===== src/rtl/id_exe_reg_pkg.sv =====
// id_exe_reg_pkg: shared field widths, ALU command encodings and squash helper for the ID/EXE stage
package id_exe_reg_pkg;
  localparam int EXE_CMD_W  = 4;
  localparam int SHIFT_OP_W = 12;
  localparam int SIMM_W     = 24;
  localparam int REG_ID_W   = 4;
  localparam int STATUS_W   = 4;
  localparam int CTRL_W     = 6;
  typedef enum logic [EXE_CMD_W-1:0] {
    EXE_NOP = 4'h0,
    EXE_MOV = 4'h1,
    EXE_ADD = 4'h2,
    EXE_ADC = 4'h3,
    EXE_SUB = 4'h4,
    EXE_SBC = 4'h5,
    EXE_AND = 4'h6,
    EXE_ORR = 4'h7,
    EXE_EOR = 4'h8,
    EXE_MVN = 4'h9
  } exe_cmd_e;
  // CMP/TST and LDR/STR reuse the ALU ops that compute their result
  localparam logic [EXE_CMD_W-1:0] EXE_CMP = EXE_SUB;
  localparam logic [EXE_CMD_W-1:0] EXE_TST = EXE_AND;
  localparam logic [EXE_CMD_W-1:0] EXE_LDR = EXE_ADD;
  localparam logic [EXE_CMD_W-1:0] EXE_STR = EXE_ADD;
  // a failed condition turns the instruction into a bubble: no side effects, not valid
  function automatic logic [CTRL_W-1:0] squash(input logic pass, input logic [CTRL_W-1:0] c);
    return pass ? c : '0;
  endfunction
endpackage


===== src/rtl/pipe_field_reg.sv =====
// pipe_field_reg: W-bit pipeline register with async reset, sync clear (priority) and enable
// ports: clk, rst (async, active-high), clr_i (sync clear), en_i (load enable), d_i, q_o
module pipe_field_reg #(
  parameter int W = 8
) (
  input  logic         clk,
  input  logic         rst,
  input  logic         clr_i,
  input  logic         en_i,
  input  logic [W-1:0] d_i,
  output logic [W-1:0] q_o
);
  logic [W-1:0] q_q;
  always_ff @(posedge clk or posedge rst)
    if (rst) q_q <= '0;
    else if (clr_i) q_q <= '0;
    else if (en_i) q_q <= d_i;
  assign q_o = q_q;
endmodule


===== src/rtl/id_exe_reg.sv =====
// id_exe_reg: ID/EXE pipeline register with flush (bubble), freeze (stall) and condition squash
// ports: clk, rst (async); freeze, flush, cond_pass; ID fields *_in; registered copies *_out;
//        valid_out marks a live instruction. Priority per edge: rst > flush > freeze > load.
module id_exe_reg
  import id_exe_reg_pkg::*;
#(
  parameter int DATA_W = 32
) (
  input  logic                  clk,
  input  logic                  rst,
  input  logic                  freeze,
  input  logic                  flush,
  input  logic                  cond_pass,
  input  logic [DATA_W-1:0]     pc_in,
  input  logic [DATA_W-1:0]     val_rn_in,
  input  logic [DATA_W-1:0]     val_rm_in,
  input  logic [SHIFT_OP_W-1:0] shift_op_in,
  input  logic                  imm_in,
  input  logic [SIMM_W-1:0]     simm24_in,
  input  logic [REG_ID_W-1:0]   dest_in,
  input  logic [REG_ID_W-1:0]   src1_in,
  input  logic [REG_ID_W-1:0]   src2_in,
  input  logic [EXE_CMD_W-1:0]  exe_cmd_in,
  input  logic                  mem_r_en_in,
  input  logic                  mem_w_en_in,
  input  logic                  wb_en_in,
  input  logic                  b_in,
  input  logic                  s_in,
  input  logic [STATUS_W-1:0]   status_in,
  output logic [DATA_W-1:0]     pc_out,
  output logic [DATA_W-1:0]     val_rn_out,
  output logic [DATA_W-1:0]     val_rm_out,
  output logic [SHIFT_OP_W-1:0] shift_op_out,
  output logic                  imm_out,
  output logic [SIMM_W-1:0]     simm24_out,
  output logic [REG_ID_W-1:0]   dest_out,
  output logic [REG_ID_W-1:0]   src1_out,
  output logic [REG_ID_W-1:0]   src2_out,
  output logic [EXE_CMD_W-1:0]  exe_cmd_out,
  output logic                  mem_r_en_out,
  output logic                  mem_w_en_out,
  output logic                  wb_en_out,
  output logic                  b_out,
  output logic                  s_out,
  output logic [STATUS_W-1:0]   status_out,
  output logic                  valid_out
);
  localparam int DW = 3 * DATA_W + SHIFT_OP_W + 1 + SIMM_W + 3 * REG_ID_W + EXE_CMD_W;
  logic [DW-1:0]       data_d, data_q;
  logic [CTRL_W-1:0]   ctrl_d, ctrl_q;
  logic [STATUS_W-1:0] status_q;
  logic                load;
  assign load   = ~freeze;
  // data fields (incl. source ids for forwarding) are kept even when the condition fails
  assign data_d = {pc_in, val_rn_in, val_rm_in, shift_op_in, imm_in, simm24_in,
                   dest_in, src1_in, src2_in, exe_cmd_in};
  assign ctrl_d = squash(cond_pass, {mem_r_en_in, mem_w_en_in, wb_en_in, b_in, s_in, 1'b1});
  pipe_field_reg #(.W(DW)) u_data (
    .clk(clk), .rst(rst), .clr_i(flush), .en_i(load), .d_i(data_d), .q_o(data_q)
  );
  pipe_field_reg #(.W(CTRL_W)) u_ctrl (
    .clk(clk), .rst(rst), .clr_i(flush), .en_i(load), .d_i(ctrl_d), .q_o(ctrl_q)
  );
  pipe_field_reg #(.W(STATUS_W)) u_status (
    .clk(clk), .rst(rst), .clr_i(flush), .en_i(load), .d_i(status_in), .q_o(status_q)
  );
  assign {pc_out, val_rn_out, val_rm_out, shift_op_out, imm_out, simm24_out,
          dest_out, src1_out, src2_out, exe_cmd_out} = data_q;
  assign {mem_r_en_out, mem_w_en_out, wb_en_out, b_out, s_out, valid_out} = ctrl_q;
  assign status_out = status_q;
endmodule


===== config.mk =====
export PLATFORM = sky130hd
export DESIGN_NAME = id_exe_reg
export DESIGN_NICKNAME = d
export VERILOG_FILES = /design/src/rtl/id_exe_reg_pkg.sv /design/src/rtl/pipe_field_reg.sv /design/src/rtl/id_exe_reg.sv
export SDC_FILE = /design/constraint.sdc
export NUM_CORES = 1
export LEC_CHECK = 0
export ABC_AREA = 1
export CAP_MARGIN = 20
export CORE_UTILIZATION = 25
export DETAILED_ROUTE_END_ITERATION = 7
export GPL_TIMING_DRIVEN = 0
export PLACE_DENSITY = 0.64
export SLEW_MARGIN = 20
export SYNTH_ARGS = -nofsm -noshare
export SYNTH_HDL_FRONTEND = slang
export SYNTH_SLANG_ARGS = --single-unit

===== constraint.sdc =====
create_clock -name clk -period 6 [get_ports clk]
set_clock_uncertainty 0.15 [all_clocks]
set_input_delay 0.6 -clock clk [delete_from_list [all_inputs] [get_ports clk]]
set_output_delay 0.6 -clock clk [all_outputs]
set_load 0.01 [all_outputs]

==> summary.txt <==
Critical path
  • Setup crit end: dest_out[3]
  • Crit path DAT: 1.36 ns
  • Worst r2r dst: u_data.q_o[51]
  • Crit end category: output pin
  • Worst path depth: 1
  • Max stage delay on crit path: 0.57 ns
  • Worst-path maximum fanout: 2
  • Required time worst endpoint: 5.25 ns
  • Critical R2R Launch: u_data.q_o[51]
  • Worst-case reg-to-reg path depth: 2
  • Cell chain of the critical path: clkdlybuf4s50_1
  • Setup slack, reg-to-reg: 5.22 ns
  • CP Launch Type: flop
  • Crit path buffers/inverters: 1
  • CP Class: flop to output pin
  • Critical Path Start: u_data.q_o[15]
  • Slowest CP cell: clkdlybuf4s50_1
  • Largest delay contributor family on the critical path: buffers and inverters

Synthesis
  • Most instantiated library cell after synthesis: nand2_1
  • Commonest cells post-synth: nand2_1, dfrtp_1, buf_2
  • Post-synthesis sequential area ratio: 0.668
  • Synth Instances: 674
  • Syn nets: 837
  • Synth unique cells: 8
  • Mapped Area: 5960 um^2
  • Ys flop type: dfrtp_1
  • Area leader, netlist: dfrtp_1
  • Most area-consuming cells after synthesis: dfrtp_1, nand2_1, buf_2, nand3_1, clkbuf_1
  • Mapped Avg Cell Area: 8.84 um^2
  • Synth Warn #: 0
  • Post-synth top area share: 0.668
  • Register bit total from synthesis: 159
  • Post-synth EDFFs: 0
  • Async S/R FF share, synth: 1.00

CTS
  • Num CTS Buffers: 17
  • Worst-path clk slew: 0.07 ns
  • CTS tree: done
  • Total setup buffers inserted after CTS: 0
  • Clock Tree Buf Depth: 2
  • Clock Latency Late Sink: 0.41 ns
  • Clk sink count: 159
  • Hold-fix buffers at CTS: 0
  • Post-cts repair resize count: 0
  • H-tree levels: 4
  • Clk Tree Root Cell: clkbuf_16

Global route
  • Tot GR Track Use: 0.155
  • Vias in the first global route: 5388
  • First-pass GRT wire length: 28800 um
  • Grt ovf: 0
  • Pin count of the biggest net entering global routing: 88
  • Antenna violations before repair: 0

Run status
  • Status: finished clean

Layout
  • Layout cells sized above 1: 0.0595
  • NumNets Final: 1178
  • # fillers: 2366
  • Layout area overhead: 71.5%
  • FF+latch area: 3980 um^2
  • Antenna cells: 0
  • Footprint of the multi-input gates: 1810 um^2
  • Non-Filler Instances: 1345

Die
  • Die area: 24500 um^2
  • Die Span X: 156 um
  • Rows: 56
  • Die Y: 156 um
  • Initial Utilization: 0.255
  • Core area: 23400 um^2
  • Top-level I/O count: 322

Drt
  • Vias: 5397
  • First-pass iteration count of the detailed router: 4
  • Detailed-route DRC error count: 0
  • Routed WL: 18600 um
  • Starting DRT DRC Count: 231
  • Post-route ant nets: 0
  • Via-to-Cell Ratio: 4.01
  • WL per Instance: 13.9 um

STA
  • Hold Fails Final Rpt: 0
  • Tightest Pin Transition: 0.559 ns
  • Min setup slack post-route: 3.89 ns
  • Final setup viols: 0
  • RSZ-0062 raised after global routing: false
  • Period utilization: 0.351
  • Achievable Freq: 0.474 GHz
  • Final Max Slew Viols: 0
  • Slew headroom: 0.628
  • Final critical-path required period: 2.11 ns

Flow run
  • Number of max-cap violations: 0

Placement
  • Hpwl dp: 13700 um
  • Dpl ws: 3.48 ns
  • Placed insts: 1315
  • GPL Wtd Cong: 0.745
  • IO buf count: 321

Power and ir drop
  • Worst VDD drop: 163 uV
  • Pwr Density: 264 nW/um^2
  • LEAKAGE: 5.09 nW

Hold path
  • Hold Path Class: flop to flop
==> through the flow <==
step	util	hold slack, ns	TNS [ns]	area [um^2]	power [mW]
after global routing	0.437	0.335	0	10200	2.82
after detailed placement	0.411	0.307	0	9610	1.58
after CTS	0.437	0.323	0	10200	2.75
after floorplan	-	0.357	0	5960	1.30
final	0.437	0.320	0	10200	2.70
after global placement	0.409	0.302	-232.85	9570	1.57
==> tightest hold or removal path, delay by kind of cell, from the launching register on <==
| family | cells | cell delay, ns |
|---|---|---|
| flops | 1 | 0.34 |
| simple gates | 2 | 0.10 |
==> state kept, by name, summed over array words and instances, names as in the netlist <==
register	flops
u_status.q_o	4
u_ctrl.q_o	6
u_data.q_o	149
==> cell usage in the layout (no fill, tap or decap), drive strengths merged <==
cell and instances:
nand2 472, inv 6, nor2 2, nand3 5
clkinv 1, dfrtp 159, clkdlybuf4s50 321, clkinvlp 3
buf 29, bufinv 4, clkbuf 24
==> worst min path at each step <==
| stage | from | to | slack, ns | cells after the start |
|---|---|---|---|---|
| floorplan | u_data.q_o[64] | u_data.q_o[64] | 0.36 | 2 |
| global placement | u_data.q_o[67] | u_data.q_o[67] | 0.30 | 2 |
| detailed placement | u_data.q_o[111] | u_data.q_o[111] | 0.31 | 2 |
| CTS | u_data.q_o[83] | u_data.q_o[83] | 0.32 | 2 |
| global route | u_data.q_o[140] | u_data.q_o[140] | 0.34 | 2 |
| finish | u_data.q_o[137] | u_data.q_o[137] | 0.32 | 2 |
==> layer usage <==
layer | track usage | wire length [um]
met1 | 0.179 | 7580
met2 | 0.263 | 8800
met3 | 0.0662 | 2100
met4 | 0.0425 | 161
met5 | 0 | 0
==> area by class of cell <==
type	count	share of cell area
clock inverters	12	0.0179
inverters	2	0.00147
clock buffers	18	0.0420
plain buffers	34	0.0162
repair buffers	322	0.317
multi-input cells	479	0.177
well taps	319	0.0391
flip-flops and latches	159	0.389
==> report_power, final <==
part	leakage [nW]	internal, mW	switching (mW)
Clock	0.290	0.698	0.450
Combinational	2.68	0.223	0.164
Sequential	2.12	1.13	0.0315
==> cell families after synthesis <==
logic type             count (synthesis)  share of synthesized area
and+or+nand+nor                      479                      0.304
DFF                                  159                      0.668
buffers and inverters                 36                     0.0290
(Power assumes the default switching activity.)
